### config.mk
export PLATFORM = sky130hd
export DESIGN_NAME = modmul163841_pipe
export DESIGN_NICKNAME = d
export VERILOG_FILES = /design/src/rtl/mod163841_pkg.sv /design/src/rtl/modmul163841s.sv /design/src/rtl/res_fifo.sv /design/src/rtl/modmul163841_pipe.sv
export SDC_FILE = /design/constraint.sdc
export NUM_CORES = 2
export LEC_CHECK = 0
export BUFFER_PORTS_ARGS = -buffer_cell sky130_fd_sc_hd__buf_2
export CORE_MARGIN = 3
export CORE_UTILIZATION = 50
export DETAILED_ROUTE_END_ITERATION = 8
export PLACE_DENSITY_LB_ADDON = 0.05
export SLEW_MARGIN = 20
export SYNTH_ARGS = -nofsm -noshare
export SYNTH_HDL_FRONTEND = slang
export SYNTH_SLANG_ARGS = --single-unit
### constraint.sdc
create_clock -name clk -period 7.7 [get_ports clk]
set_clock_uncertainty 0.15 [all_clocks]
set_input_delay 0.77 -clock clk [delete_from_list [all_inputs] [get_ports clk]]
set_output_delay 0.77 -clock clk [all_outputs]
set_load 0.03 [all_outputs]
### src/rtl/mod163841_pkg.sv
// Shared constants and datapath types for the mod-163841 multiplier pipeline.
package mod163841_pkg;
  localparam int Q       = 163841;
  localparam int QH      = 81920;
  localparam int OPW     = 18;
  localparam int PRODW   = 35;
  localparam int RESW    = 18;
  localparam int RED_LAT = 3;

  typedef logic signed [OPW-1:0]   opnd_t;
  typedef logic signed [PRODW-1:0] prod_t;
  typedef logic signed [RESW-1:0]  res_t;
endpackage

### src/rtl/modmul163841s.sv
// Three-stage signed Barrett reducer: centered (inZ mod 163841) appears 3 edges after inZ.
module modmul163841s
  import mod163841_pkg::*;
(
  input  logic  clk,
  input  logic  rst,
  input  prod_t inZ,
  output res_t  outZ
);
  // 2^52/Q keeps the quotient estimate within one of floor(x/Q) for |x| < 2^34.
  localparam int                   BRT_K   = 52;
  localparam longint unsigned      BRT_M_U = (64'd1 << BRT_K) / 64'(Q);
  localparam logic signed [36:0]   BRT_M   = 37'(BRT_M_U);
  localparam logic signed [19:0]   Q_S     = 20'(Q);
  localparam logic signed [19:0]   QH_S    = 20'(QH);

  // Remainder estimate lies in [-Q, 2Q); fold into [0, Q) then center.
  function automatic res_t center(input logic signed [19:0] r);
    logic signed [19:0] t;
    t = r;
    if (t < 0)
      t = t + Q_S;
    else if (t >= Q_S)
      t = t - Q_S;
    if (t > QH_S)
      t = t - Q_S;
    return res_t'(t);
  endfunction

  prod_t              x_p0;
  logic signed [19:0] q_p0;
  logic signed [19:0] r_p1;
  res_t               z_p2;

  // stage p0: quotient estimate
  always_ff @(posedge clk) begin
    x_p0 <= inZ;
    q_p0 <= 20'((72'(inZ) * 72'(BRT_M)) >>> BRT_K);
  end

  // stage p1: coarse remainder
  always_ff @(posedge clk) begin
    r_p1 <= 20'(40'(x_p0) - 40'(q_p0) * 40'(Q_S));
  end

  // stage p2: final correction and centering
  always_ff @(posedge clk) begin
    if (rst)
      z_p2 <= '0;
    else
      z_p2 <= center(r_p1);
  end

  assign outZ = z_p2;
endmodule

### src/rtl/res_fifo.sv
// Synchronous result FIFO; full/empty derive from the occupancy count, head reads as zero when empty.
module res_fifo #(
  parameter int DATA_W = 22,
  parameter int DEPTH  = 4
) (
  input  logic                     clk,
  input  logic                     rst,
  input  logic                     wr_en,
  input  logic [DATA_W-1:0]        wr_data,
  input  logic                     rd_en,
  output logic [DATA_W-1:0]        rd_data,
  output logic [$clog2(DEPTH):0]   count
);
  localparam int AW = $clog2(DEPTH);
  localparam int CW = AW + 1;

  logic [DATA_W-1:0] mem [DEPTH];
  logic [AW-1:0]     wr_ptr;
  logic [AW-1:0]     rd_ptr;
  logic              do_rd;

  assign do_rd   = rd_en & (count != '0);
  assign rd_data = (count != '0) ? mem[rd_ptr] : '0;

  always_ff @(posedge clk) begin
    if (wr_en)
      mem[wr_ptr] <= wr_data;
  end

  always_ff @(posedge clk) begin
    if (rst) begin
      wr_ptr <= '0;
      rd_ptr <= '0;
      count  <= '0;
    end else begin
      if (wr_en)
        wr_ptr <= wr_ptr + AW'(1);
      if (do_rd)
        rd_ptr <= rd_ptr + AW'(1);
      case ({wr_en, do_rd})
        2'b10:   count <= count + CW'(1);
        2'b01:   count <= count - CW'(1);
        default: count <= count;
      endcase
    end
  end
endmodule

### src/rtl/modmul163841_pipe.sv
// Streaming centered modular multiplier mod 163841 with credit-controlled output FIFO.
module modmul163841_pipe
  import mod163841_pkg::*;
#(
  parameter int TAGW       = 4,
  parameter int FIFO_DEPTH = 4
) (
  input  logic                  clk,
  input  logic                  rst,
  input  logic                  in_valid,
  output logic                  in_ready,
  input  logic signed [OPW-1:0] inA,
  input  logic signed [OPW-1:0] inB,
  input  logic [TAGW-1:0]       inTag,
  output logic                  out_valid,
  input  logic                  out_ready,
  output logic signed [RESW-1:0] outZ,
  output logic [TAGW-1:0]       outTag
);
  localparam int CW = $clog2(FIFO_DEPTH) + 1;
  localparam int FW = RESW + TAGW;

  logic [CW-1:0]   credit;
  logic [CW-1:0]   fifo_count;
  logic [FW-1:0]   fifo_rd;
  logic            accept;
  logic            pop;
  prod_t           prod_p0;
  res_t            red_z;
  logic            vld_p0, vld_p1, vld_p2, vld_p3;
  logic [TAGW-1:0] tag_p0, tag_p1, tag_p2, tag_p3;

  // A same-cycle pop is deliberately ignored so in_ready depends only on registers and rst.
  assign in_ready  = rst & (credit < CW'(FIFO_DEPTH));
  assign accept    = in_valid & in_ready;
  assign out_valid = (fifo_count != '0);
  assign pop       = out_valid & out_ready;

  // stage p0: product register; tags follow the reducer latency
  always_ff @(posedge clk) begin
    prod_p0 <= PRODW'(inA) * PRODW'(inB);
    tag_p0  <= inTag;
    tag_p1  <= tag_p0;
    tag_p2  <= tag_p1;
    tag_p3  <= tag_p2;
  end

  always_ff @(posedge clk) begin
    if (!rst) begin
      vld_p0 <= 1'b0;
      vld_p1 <= 1'b0;
      vld_p2 <= 1'b0;
      vld_p3 <= 1'b0;
    end else begin
      vld_p0 <= accept;
      vld_p1 <= vld_p0;
      vld_p2 <= vld_p1;
      vld_p3 <= vld_p2;
    end
  end

  always_ff @(posedge clk) begin
    if (!rst)
      credit <= '0;
    else begin
      case ({accept, pop})
        2'b10:   credit <= credit + CW'(1);
        2'b01:   credit <= credit - CW'(1);
        default: credit <= credit;
      endcase
    end
  end

  modmul163841s u_red (
    .clk  (clk),
    .rst  (~rst),
    .inZ  (prod_p0),
    .outZ (red_z)
  );

  // stage p3 -> FIFO: reducer output lines up with vld_p3/tag_p3
  res_fifo #(
    .DATA_W (FW),
    .DEPTH  (FIFO_DEPTH)
  ) u_fifo (
    .clk     (clk),
    .rst     (~rst),
    .wr_en   (vld_p3),
    .wr_data ({red_z, tag_p3}),
    .rd_en   (pop),
    .rd_data (fifo_rd),
    .count   (fifo_count)
  );

  assign outZ   = fifo_rd[FW-1:TAGW];
  assign outTag = fifo_rd[TAGW-1:0];
endmodule
==> impl_metrics.yaml <==
status:
  status: "complete, no violations"
logic_synthesis:
  synth_nets: 5471
  yosys_warnings: 0
  async_flop_share: 0
  synth_edf_count: 88
  synth_commonest_cells: "inv_1, fa_1, ha_1, nand2_1, and2_1"
  seq_area_frac_synth: 0.1349
  synthDistinctLibCells: 80
  synth_top_area_cell: "fa_1"
  syn-instance-count: 4039
  ys.flop_type: "dfxtp_1"
  synth_area_um2: 40970
  synth_most_common_cell: "inv_1"
  synth.area.top_cells: "fa_1, ha_1, inv_1"
  synth_top_area_frac: 0.3880
  yosys_register_bits: 232
  avgSynthCellArea_um2: 10.14
final_layout:
  nFillCells: 7423
  syn2layout_area_growth_pct: 6.832
  regArea_um2: 5532
  fin_cells: 5186
  drive_gt1_frac: 0.05768
  nNetsFinal: 5535
  antenna_cells: 0
  multi_input_area_um2: 30920
clock_tree:
  clk_pin_slew_ns: 0.06
  cts_tree: "built"
  cts_root_buffer: "clkbuf_16"
  hold_buffers: 0
  cts-resized-gates: 0
  post_cts_buffers: 0
  htree_levels: 1
  cts-buffers-inserted: 29
  clock_latency_ns: 0.59
  cts_max_path_buffers: 3
  cts.sinks: 232
grt:
  antenna_found_initial: 4
  grt_pass1_wl_um: 168200
  grt_overflow: 0
  grt_pass1_vias: 28910
  grt_usage: 0.2581
  grt_max_degree: 30
sta:
  final_max_slew_viol_count: 0
  hold_violations: 0
  fmax_ghz: 0.1352
  relSlewSlack: 0.4082
  tightestPinTransition_ns: 0.8817
  period_share: 0.9605
  fin_crit_ns: 7.396
  finalSetupViolations: 0
critical_path:
  critPathMaxFanout: 6
  cp_slowest_cell: "fa_1"
  path_buf_inv: 7
  cp.arrival_ns: 7.71
  crit_type: "reg -> reg"
  cp.required_ns: 8.01
  cpPeakStageDelay_ns: 0.67
  crit_family: "adder cells"
  endpoint_kind: "flop"
  cp-start-kind: "flop"
routing:
  routed_via_density: 5.178
  initialDrtViolationCount: 1468
  ant_nets: 0
  wire_per_inst_um: 20.81
  drt_wl_total_um: 107900
  drc_errors: 0
  dr.pass1.iters: 5
  vias: 26860
placement:
  dp_hpwl_um: 94840
  placed_cells: 5132
  port_buffers: 67
  place_congestion: 0.9629
die:
  dieArea_um2: 85400
  fp.dieH_um: 292.2
  pin_count: 68
  row_count: 104
  fp.coreArea_um2: 80810
  die_w_um: 292.2
  start_util: 0.5070
worst_hold_path:
  hp-class: "in -> reg"
job:
  maxCapViolations: 0
==> path summary, 6_finish.rpt <==
kind / start / to / slack [ns] / depth (start not counted)
worst max-delay path: prod_p0[20]$_DFF_P_ / u_red.q_p0[18]$_DFF_P_ / 0.30 / 25
worst min register to register: tag_p0[1]$_DFF_P_ / tag_p1[1]$_DFF_P_ / 0.17 / 0
worst max register to register: prod_p0[20]$_DFF_P_ / u_red.q_p0[18]$_DFF_P_ / 0.30 / 25
worst min-delay path: inTag[3] / tag_p0[3]$_DFF_P_ / 0.14 / 1
==> metrics by stage <==
| step | utilization | instance area, um2 | setup TNS (ns) | setup slack [ns] | hold WS [ns] |
|---|---|---|---|---|---|
| global route | 0.5416 | 43760 | -0.01499 | -0.01499 | 0.1222 |
| global placement | 0.5279 | 42660 | 0 | 0.3141 | 0.1596 |
| floorplan | - | 40970 | 0 | 0.8702 | 0.1596 |
| detailed placement | 0.5279 | 42660 | 0 | 0.2201 | 0.1621 |
| CTS | 0.5411 | 43730 | 0 | 0.2127 | 0.1124 |
| finish | 0.5416 | 43760 | 0 | 0.3044 | 0.1444 |
==> logic make-up (layout without fill, tap and decap cells) <==
group / count (synthesis) / in the layout / synth area share
adder cells (fa/ha/maj): 1388 / 1388 / 0.5694
buffers and inverters: 1201 / 1288 / 0.1111
AND/OR/NAND/NOR: 730 / 730 / 0.09215
AO/OA/AOI/OAI: 357 / 357 / 0.05687
flip-flops: 232 / 232 / 0.1349
XOR/XNOR: 105 / 105 / 0.02245
multiplexers: 26 / 26 / 0.01310
==> state kept, by name, indices dropped and copies added (netlist names), named ones only <==
name and count:
credit 3, prod_p0 35, tag_p0 4, tag_p1 4
tag_p2 4, tag_p3 4, u_fifo.count 3, u_fifo.mem 88
u_fifo.rd_ptr 2, u_fifo.wr_ptr 2, u_red.outZ 18, u_red.q_p0 19
u_red.r_p1 20, u_red.x_p0 20, vld_p0 1, vld_p1 1
vld_p2 1, vld_p3 1
==> metal layers <==
metal | up-vias | wire [um] | track usage
met4 | 0 | 3045 | 0.06368
met3 | 119 | 5130 | 0.03093
met2 | 545 | 52020 | 0.4355
met5 | - | 0 | 0
met1 | 13630 | 47730 | 0.3577
li1 | 12560 | - | -
==> layout by cell type (no fill, tap or decap), drive strengths merged, types with 16 or more instances in the layout <==
cell	n
nand2b	27
mux4	22
o21ai	72
nor2	82
fa	794
ha	594
a21o	49
inv	1117
edfxtp	88
or2	16
xor2	30
dfxtp	144
buf	122
nand2	244
or3	18
a21oi	97
nor3	24
xnor2	75
nand4	22
and2	176
nor2b	25
and3	20
clkbuf	39
nand3	40
==> cell type report <==
class,count,area share
Multi-Input combinational cell,2606,0.7065
Clock buffer,39,0.01813
Sequential cell,232,0.1264
Tap cell,1060,0.03030
Inverter,1112,0.09537
Clock inverter,15,0.006204
Timing Repair Buffer,122,0.01710
==> worst reg2reg max path, delay by kind of cell, from the launching register on <==
kind	cells	cell delay [ns]
xor+xnor	1	0.12
fa+ha+maj	9	4.19
flops	1	0.35
simple gates	3	0.73
compound gates	5	1.09
buf+inv	7	0.66
Power is not shown: default switching activity piles up to over one toggle a cycle in this logic, so the estimate is an artifact.
